<file path="src/rtl/stopwatch_pkg.sv">
// Shared state encoding, key-code constants and BCD helpers for the stopwatch.
// The LAP feature is compiled in only when STOPWATCH_LAP_EN is defined.
package stopwatch_pkg;

  typedef enum logic [1:0] {
    ST_IDLE  = 2'd0,
    ST_RUN   = 2'd1,
    ST_PAUSE = 2'd2,
    ST_LAP   = 2'd3
  } sw_state_e;

  typedef enum logic [1:0] {
    CMD_NONE,
    CMD_START,
    CMD_LAP,
    CMD_CLEAR
  } sw_cmd_e;

  localparam logic [7:0] KEY_START = 8'h29;
  localparam logic [7:0] KEY_LAP   = 8'h4B;
  localparam logic [7:0] KEY_CLEAR = 8'h21;

  // Rollover value per digit, index 0 = cs1 ... index 5 = min10.
  localparam logic [5:0][3:0] DIGIT_MAX = {4'd5, 4'd9, 4'd5, 4'd9, 4'd9, 4'd9};

  function automatic sw_cmd_e decode_key(input logic valid, input logic [7:0] code,
                                         input logic lap_en);
    sw_cmd_e cmd;
    cmd = CMD_NONE;
    if (valid) begin
      case (code)
        KEY_START: cmd = CMD_START;
        KEY_LAP:   cmd = lap_en ? CMD_LAP : CMD_NONE;
        KEY_CLEAR: cmd = CMD_CLEAR;
        default:   cmd = CMD_NONE;
      endcase
    end
    return cmd;
  endfunction

  // Ripple a +1 through the six digits; carry out of min10 is dropped so
  // 59:59.99 wraps to 00:00.00.
  function automatic logic [23:0] bcd_time_inc(input logic [23:0] t);
    logic [23:0] r;
    logic        carry;
    r     = t;
    carry = 1'b1;
    for (int i = 0; i < 6; i++) begin
      if (carry) begin
        if (t[i*4 +: 4] == DIGIT_MAX[i]) begin
          r[i*4 +: 4] = 4'd0;
        end else begin
          r[i*4 +: 4] = t[i*4 +: 4] + 4'd1;
          carry       = 1'b0;
        end
      end
    end
    return r;
  endfunction

endpackage

</file>
<file path="src/rtl/sw_prescaler.sv">
// Time-base divider: counts 0..DIV-1 while en is high, pulses tick on the
// last count and wraps. Holds when en is low; clr forces it back to zero.
module sw_prescaler #(
  parameter int DIV = 10
) (
  input  logic clk,
  input  logic rst_n,
  input  logic en,
  input  logic clr,
  output logic tick
);

  localparam int            CW   = (DIV > 2) ? $clog2(DIV) : 1;
  localparam logic [CW-1:0] LAST = CW'(DIV - 1);

  logic [CW-1:0] r_cnt;

  assign tick = en && (r_cnt == LAST);

  always_ff @(posedge clk or negedge rst_n) begin
    if (!rst_n) begin
      r_cnt <= '0;
    end else if (clr) begin
      r_cnt <= '0;
    end else if (en) begin
      r_cnt <= tick ? '0 : r_cnt + 1'b1;
    end
  end

endmodule

</file>
<file path="src/rtl/stopwatch_ctrl.sv">
// Keyboard-driven stopwatch: START/LAP/CLEAR FSM, 10 ms time base, mm:ss.cc BCD.
// Define STOPWATCH_LAP_EN to build in the lap-freeze feature.
module stopwatch_ctrl
  import stopwatch_pkg::*;
#(
  parameter int CLK_HZ  = 50_000_000,
  parameter int TICK_HZ = 100
) (
  input  logic        clk,
  input  logic        rst_n,
  input  logic        key_valid,
  input  logic [7:0]  key_code,
  output logic        run,
  output logic        tick_en,
  output logic [23:0] disp,
  output logic        lap_hold,
  output logic [1:0]  state
);

  localparam int DIV = CLK_HZ / TICK_HZ;
`ifdef STOPWATCH_LAP_EN
  localparam logic LAP_EN = 1'b1;
`else
  localparam logic LAP_EN = 1'b0;
`endif

  sw_cmd_e     w_cmd;
  sw_state_e   r_state;
  logic        r_run;
  logic        w_tick;
  logic        w_clr;
  logic [23:0] r_time;

  assign w_cmd = decode_key(key_valid, key_code, LAP_EN);
  assign w_clr = (r_state == ST_PAUSE) && (w_cmd == CMD_CLEAR);

`ifdef STOPWATCH_LAP_EN
  logic        r_lap_hold;
  logic        w_lap_cap;
  logic [23:0] r_lap;

  assign w_lap_cap = (r_state == ST_RUN) && (w_cmd == CMD_LAP);
`endif

  // run/lap_hold are registered from the same decision as the state, so they
  // track the new state in the cycle after the command edge.
  always_ff @(posedge clk or negedge rst_n) begin
    if (!rst_n) begin
      r_state    <= ST_IDLE;
      r_run      <= 1'b0;
`ifdef STOPWATCH_LAP_EN
      r_lap_hold <= 1'b0;
`endif
    end else begin
      case (r_state)
        ST_IDLE:
          if (w_cmd == CMD_START) begin
            r_state <= ST_RUN;
            r_run   <= 1'b1;
          end
        ST_RUN:
          if (w_cmd == CMD_START) begin
            r_state <= ST_PAUSE;
            r_run   <= 1'b0;
          end
`ifdef STOPWATCH_LAP_EN
          else if (w_cmd == CMD_LAP) begin
            r_state    <= ST_LAP;
            r_lap_hold <= 1'b1;
          end
        ST_LAP:
          if (w_cmd == CMD_LAP) begin
            r_state    <= ST_RUN;
            r_lap_hold <= 1'b0;
          end else if (w_cmd == CMD_START) begin
            r_state    <= ST_PAUSE;
            r_run      <= 1'b0;
            r_lap_hold <= 1'b0;
          end
`endif
        ST_PAUSE:
          if (w_cmd == CMD_START) begin
            r_state <= ST_RUN;
            r_run   <= 1'b1;
          end else if (w_cmd == CMD_CLEAR) begin
            r_state <= ST_IDLE;
          end
        default: begin
          r_state <= ST_IDLE;
          r_run   <= 1'b0;
        end
      endcase
    end
  end

  // Prescaler sees the pre-edge run, so a tick coinciding with START still counts.
  sw_prescaler #(
    .DIV (DIV)
  ) u_presc (
    .clk   (clk),
    .rst_n (rst_n),
    .en    (r_run),
    .clr   (w_clr),
    .tick  (w_tick)
  );

  // Clear and tick are exclusive: a tick needs run=1, clear only happens in PAUSE.
  always_ff @(posedge clk or negedge rst_n) begin
    if (!rst_n) begin
      r_time <= '0;
    end else if (w_clr) begin
      r_time <= '0;
    end else if (w_tick) begin
      r_time <= bcd_time_inc(r_time);
    end
  end

`ifdef STOPWATCH_LAP_EN
  // Capture the pre-increment time even if a tick lands on the LAP edge.
  always_ff @(posedge clk or negedge rst_n) begin
    if (!rst_n) begin
      r_lap <= '0;
    end else if (w_clr) begin
      r_lap <= '0;
    end else if (w_lap_cap) begin
      r_lap <= r_time;
    end
  end

  assign lap_hold = r_lap_hold;
  assign disp     = r_lap_hold ? r_lap : r_time;
`else
  assign lap_hold = 1'b0;
  assign disp     = r_time;
`endif

  assign run     = r_run;
  assign tick_en = w_tick;
  assign state   = r_state;

endmodule

</file>
<file path="config.mk">
export PLATFORM = sky130hd
export DESIGN_NAME = stopwatch_ctrl
export DESIGN_NICKNAME = d
export VERILOG_FILES = /design/src/rtl/stopwatch_pkg.sv /design/src/rtl/sw_prescaler.sv /design/src/rtl/stopwatch_ctrl.sv
export SDC_FILE = /design/constraint.sdc
export NUM_CORES = 1
export LEC_CHECK = 0
export ABC_CLOCK_PERIOD_IN_PS = 3900
export CAP_MARGIN = 30
export CORE_UTILIZATION = 34
export DETAILED_ROUTE_END_ITERATION = 10
export DONT_BUFFER_PORTS = 1
export PLACE_DENSITY = 0.58
export SETUP_SLACK_MARGIN = 0.15
export SLEW_MARGIN = 10
export SYNTH_ARGS = -nofsm -noshare
export SYNTH_HDL_FRONTEND = slang
export SYNTH_SLANG_ARGS = --single-unit
export TNS_END_PERCENT = 20
</file>
<file path="constraint.sdc">
create_clock -name clk -period 3.9 [get_ports clk]
set_clock_uncertainty 0.1 [all_clocks]
set_input_delay 0.39 -clock clk [delete_from_list [all_inputs] [get_ports clk]]
set_output_delay 0.39 -clock clk [all_outputs]
set_load 0.02 [all_outputs]
</file>
==> metrics.csv <==
stage;metric;value;unit
setup_path;critPathLaunchType;register;
layout;antenna_cells;0;
floorplanning;std_cell_rows;31;
cts;worst_setup_hold_path_clk_slew;90;ps
cts;cts-buffers-inserted;5;
floorplanning;ioPinCount;40;
synth;syn-instance-count;278;
routing;drc_errors;0;
setup_path;critPathTopFamily;simple AND/OR/NAND/NOR gates;
sta;report.final.slew_viol_count;0;
placement;place_hpwl;3.69;mm
synth;async_reset_ff_frac;1.00;
placement;io_buffers;0;
synth;ys_seq_area_frac;0.446;
setup_path;cp_cell_sequence;ha_1 > nand3b_1 > nor3_1 > nand4_2 > or4_1 > a21oi_1;
routing;dr_total_vias;2055;
sta;fmaxAchievable;370;MHz
sta;timing_hold_violations_final;0;
power;power_leakage;1.24;nW
placement;detailed_place.area;2670;um^2
layout;layout-drive-gt1-share;0.0571;
sta;fin_crit_sh;0.693;
floorplanning;dieArea;7950;um^2
placement;dp_cells;369;
min_path;whs_path_depth;2;
cts;cts-root-to-sink-buffers;2;
floorplanning;die_width;89.2;um
setup_path;worst_path_largest_cell_delay;590;ps
cts;clock_sinks;46;
global_routing;antenna_found_initial;0;
setup_path;timing.critical_path.required;4040;ps
cts;tritoncts;yes;
setup_path;worst-endpoint-arrival;2840;ps
global_routing;number_of_global_route_vias_before_repair;2026;
synth;syn_nets;302;
layout;area.growth.synth_to_final;9.25;%
setup_path;reg2regPathDepth;6;
layout;most_frequent_standard_cell_in_the_layout_excluding_fill_and_tap_cells;dfrtp_1;
global_routing;first_pass_grt_wire_length;9.02;mm
sta;postLayoutSetupSlackWorst;1200;ps
cts;post_cts_buffers;0;
setup_path;worst_path_max_delay_cell;or4_1;
synth;synth_cell_types;49;
layout;finalNonFillerCells;379;
min_path;hp-class;input pin to register;
global_routing;pin_count_of_the_biggest_net_entering_global_routing;47;
layout;net_count_of_the_finished_layout;303;
placement;placement.setup.worst_slack;1200;ps
routing;vias_per_cell;5.42;
sta;max_slew_margin;0.559;
setup_path;timing.critical_path.depth;6;
floorplanning;placeableCoreArea;7290;um^2
placement;gpl.final_weighted_congestion;0.766;
cts;worstSkewPairLatency;310;ps
synth;synth.yosys.warnings;0;
power;max_ir_drop_vdd;200;uV
routing;drt_wl_total;5.37;mm
sta;grt_setup_unrepaired;no;
synth;synthesis.area;2580;um^2
setup_path;cp_num_buf_inv;0;
global_routing;overflow;0;
routing;drt_first_pass_iters;4;
setup_path;worst-r2r-setup-slack;1200;ps
sta;setup_tns;0;ps
synth;count_of_flip_flops_with_a_built_in_enable_after_synthesis;0;
sta;min_period;2700;ps
setup_path;timing_worst_setup_path_type;register to register;
setup_path;worst-path-max-fanout;14;
sta;timing_worst_slew_pin_value;656;ps
sta;finalSetupViolations;0;
setup_path;regToRegStartpoint;disp[0];
floorplanning;die_height;89.2;um
setup_path;cp-endpoint;disp[20];
global_routing;grt_use_total;0.145;
routing;post_drt_wl_per_cell;14.2;um
status;run_status;complete, no violations;
layout;layout.cell_area.non_filler;2820;um^2
cts;htree_num_levels;2;
cts;clockRootBuffer;clkbuf_8;
power;p_per_area;435;nW/um^2
synth;average_cell_area_after_synthesis;9.29;um^2
setup_path;worst_setup_path_end_kind;register;
job;drv_cap;0;
routing;drt_iter0_drc;106;
synth;postSynthRegisterBits;46;
routing;drtAntennaViolNets;0;
setup_path;worstSetupStartpoint;disp[0];
synth;yosys_most_used_dff;dfrtp_1;
floorplanning;floorplan.initialDensity;0.354;
layout;layout_common_cells;dfrtp_1 (46), nand2_1 (31), nor2_1 (25), or3_1 (18), a21oi_1 (18);
layout;postLayoutCoreUtil;0.387;
setup_path;worst_r2r_endpoint;disp[20];
==> synthesized netlist by cell type, drive strengths merged (4+ instances only) <==
cell type  instances  area, um^2
a21oi             18        90.1
a31oi              4        25.0
and2               4        25.0
buf                5        25.0
clkbuf             4        15.0
dfrtp             46        1150
ha                13         163
inv               11        41.3
nand2             31         116
nand3             17        90.1
nand3b             5        37.5
nand4              9        75.1
nor2              25        93.8
nor3               5        36.3
o211ai             4        30.0
o21ai              9        45.0
or3               18         113
xor2              11        96.3
==> repair_timing <==
item                                   CTS  global route
hold buffers                             2             0
endpoints found under the hold margin   46             0
resized for setup                        0             0
==> power by group <==
group | leakage (nW) | internal, mW | switching [mW]
sequential | 0.507 | 0.542 | 0.117
combinational | 0.678 | 0.0970 | 0.112
clock | 0.0514 | 0.191 | 0.167
total | 1.24 | 0.830 | 0.396
==> cell families after synthesis <==
logic type,after synthesis,share of synthesized area
AOI/OAI and AO/OA,46,0.109
xor gates and xnor gates,14,0.0475
adders and majority gates,13,0.0630
buffers and inverters,20,0.0315
DFF,46,0.446
muxes,1,0.00388
other,1,0.00145
and+or+nand+nor,137,0.298
==> worst register-to-register path: cells and delay by family (launching register included) <==
family	cells	cell delay (ps)
simple gates	4	1620
flops	1	540
compound gates	1	150
fa+ha+maj	1	240
==> layout make-up <==
type / instances / area [um^2]
fillers: 769 / 4470
multi-input cells: 212 / 1350
flip-flops and latches: 46 / 1150
well taps: 99 / 124
clock buffers: 6 / 72.6
repair buffers: 3 / 45.0
inverters: 11 / 41.3
clock inverters: 2 / 37.5
==> worst min path at each step <==
stage / from / end / slack [ps]
CTS: key_code[3] / state[1] / 170
global route: key_code[3] / state[0] / 220
finish: key_code[3] / state[1] / 170
global placement: rst_n / disp[18] / -4
floorplan: rst_n / disp[0] / -6
detailed placement: rst_n / disp[18] / -4
==> layer usage <==
metal	track usage	up-vias	routed length [um]
met2	0.248	47	2540
li1	-	992	-
met1	0.181	1011	2460
met4	0.0260	0	36
met3	0.0462	5	329
met5	0	-	0
==> sequential cells by signal, summed over array words and instances, names as in the netlist <==
register	flops
disp	24
run	1
u_presc.r_cnt	19
state	2
==> stage by stage <==
step	power (mW)	hold slack, ps
floorplan	0.813	-5.59
global placement	0.860	-4.08
detailed placement	0.863	-4.20
CTS	1.24	174
global route	1.31	218
finish	1.23	172
No activity file was read; power rests on OpenSTA's default activity.
==> edit: new RTL, same settings <==
Set the parameter `CLK_HZ` to 100_000_000 (it was 50_000_000).
--- a/src/rtl/stopwatch_ctrl.sv
+++ b/src/rtl/stopwatch_ctrl.sv
@@ -3,7 +3,7 @@
 module stopwatch_ctrl
   import stopwatch_pkg::*;
 #(
-  parameter int CLK_HZ  = 50_000_000,
+  parameter int CLK_HZ  = 100_000_000,
   parameter int TICK_HZ = 100
 ) (
   input  logic        clk,
Function: no difference found for any inputs over 10 cycles, from zero or initial values and one cycle with rst_n low; that may be too few to reach the edited logic, so the function may still have changed.
==> edit against the unedited design <==
Wire length is 23% higher. Setup slack improved by 0.081 ns. Count of clock-buffer cells in the layout up 2. Synthesized cell count grew 9.0%. Largest cell class unchanged. Non-clock buffer count stayed put. Final area grew 7.9%. Sequential cell count increased by 1. Highest routed layer unchanged. Synthesized area is 10% higher. Critical endpoint is now tick_en.
Power is not compared: it rests on default switching activity, and its combinational part moved more than twofold at a synthesized area within 25%.
==> edit: results (changes against the unedited design) <==
- **pin count of the biggest net entering global routing** 48, was 47
- **leading post-synthesis cells by cell area** dfrtp_1, ha_1, mux2i_1, a21oi_1, nand4_1, was dfrtp_1, ha_1, nand2_1, or3_1, xor2_1
- **Non-CTS buffers** 3, unchanged
- **Max IR drop VDD** 0.197 mV
- **average cell area after synthesis** 9.39 um2, was 9.29 um2
- **number of global-route vias before repair** 2197, was 2026
- **Cell Count, Final, Fillers Out** 400, was 379
- **commonest cells in the netlist** dfrtp_1, nand2_1, a21oi_1, was dfrtp_1, nand2_1, nor2_1
- **first-iteration detailed-routing DRC count** 153, was 106
- **first-pass GRT wire length** 11300 um, was 9020 um
- **Hold Path Stages** 2, unchanged
- **amount of wire on met2 after detailed routing** 2980 um, was 2540 um
- **Avg WL per Cell** 16.5 um, was 14.2 um
- **clk_lat worst skew** 0.30 ns
- **multi-input gates** 231, was 212
- **non-clock inverter count** 9, was 11
- **number of buffers created by CTS** 5, unchanged
- **slew of the pin with the lowest slew margin** 0.736 ns, was 0.656 ns
- **buffer cell driving the clock tree root** clkbuf_8, unchanged
- **hpwl dp** 4600 um, was 3690 um
- **number of synthesized register bits** 47, was 46
- **CP max FO** 16, was 14
- **Cells after DPL** 389, was 369
- **highest routing layer actually used** met4, unchanged
- **clock-pin slew reported for the worst setup and hold paths after clock tree synthesis** 0.08 ns
- **Worst Hold Path EP** state[0], was state[1]
- **Final clock-cell share** 0.0329, was 0.0390
- **number of fillers in the final layout** 809, was 769
- **outcome** completed, unchanged
- **met2 layer usage reported by global route** 0.248, about the same
- **CTS max path bufs** 2, unchanged
- **Worst Reg-to-Reg Cells** 4, was 6
- **post-detailed-route via-to-cell ratio** 5.69, was 5.42
- **Ant. Diodes** 0, unchanged
- **layout cells sized above 1** 0.0537, was 0.0571
- **register-to-register setup slack** 1.50 ns, was 1.20 ns
- **distinct cell type count of the synthesized netlist** 43, was 49
- **Warnings, synthesis** 0, unchanged
- **wire length on met3** 254 um, was 329 um
- **Final #Nets** 321, was 303
- **met1 Use GR** 0.241, was 0.181
- **sequential share of the synthesized area** 0.414, was 0.446
- **multi-input logic portion of the cell area** 0.511, was 0.478
- **length of the first detailed-routing pass in iterations** 4, unchanged
- **met3 track utilization from global routing** 0.0333, was 0.0462
- **register cell area after layout** 0.00118 mm2, was 0.00115 mm2
- **number of nets in the synthesized netlist** 327, was 302
- **Largest register FFs** 24, unchanged
- **arrival time reported for the critical path endpoint** 2.13 ns, was 2.84 ns
- **r2r endpoint** u_presc.r_cnt[2], was disp[20]
- **non-clock buffer contribution to total cell area** 0.0173, was 0.0160
- **clk_buf instances** 8, was 6
- **worst hold-check path type** input pin to register, unchanged
- **GPL Wtd Cong** 0.792, was 0.766
- **routed length on met1** 3290 um, was 2460 um
- **total global routing track utilization** 0.165, was 0.145
- **reg-to-reg critical path startpoint** run, was disp[0]
-- edit: critical path, stage by stage, from the launching register on --
cell     delay [ns]
dfrtp_1        0.55
and3_1         0.40
nand4_2        0.37
nor2_1         0.51
-- edit: stage by stage --
step,hold WS (ns),instance area (um2),power (mW),setup slack [ns]
floorplan,-0.00559,2840,0.568,1.90
global placement,-0.00468,2890,0.575,1.52
detailed placement,-0.00429,2890,0.577,1.43
CTS,0.237,3030,0.917,1.27
global route,0.251,3050,0.950,1.07
finish,0.239,3050,0.903,1.28
-- edit: worst max-delay path by stage --
| stage | startpoint | endpoint | slack, ns | cells past startpoint |
|---|---|---|---|---|
| after detailed placement | key_code[4] | u_presc.r_cnt[7] | 1.43 | 4 |
| after floorplan | disp[4] | disp[8] | 1.90 | 6 |
| after global routing | u_presc.r_cnt[0] | tick_en | 1.07 | 4 |
| after global placement | key_code[4] | u_presc.r_cnt[7] | 1.52 | 4 |
| after CTS | run | tick_en | 1.27 | 3 |
| final | run | tick_en | 1.28 | 3 |
-- edit: timing repair --
action	4_1_cts	5_1_grt
endpoints found under the hold margin	47	0
buffers inserted	0	0
hold buffers	2	0
-- edit: cells by family (layout without fill, tap and decap cells) --
logic type | Yosys count | count (layout) | share of synthesized area
AOI/OAI and AO/OA | 55 | 55 | 0.113
xor gates and xnor gates | 11 | 11 | 0.0339
adders and majority gates | 13 | 13 | 0.0572
buffers and inverters | 25 | 20 | 0.0396
DFF | 47 | 47 | 0.414
muxes | 11 | 11 | 0.0387
other | 1 | 1 | 0.00132
and+or+nand+nor | 140 | 140 | 0.303
-- edit: power by group --
part	total, mW	switching, mW	internal (mW)
Clock	0.323	0.161	0.162
Combinational	0.0514	0.0288	0.0226
Sequential	0.529	0.0238	0.505
Total	0.903	0.214	0.690
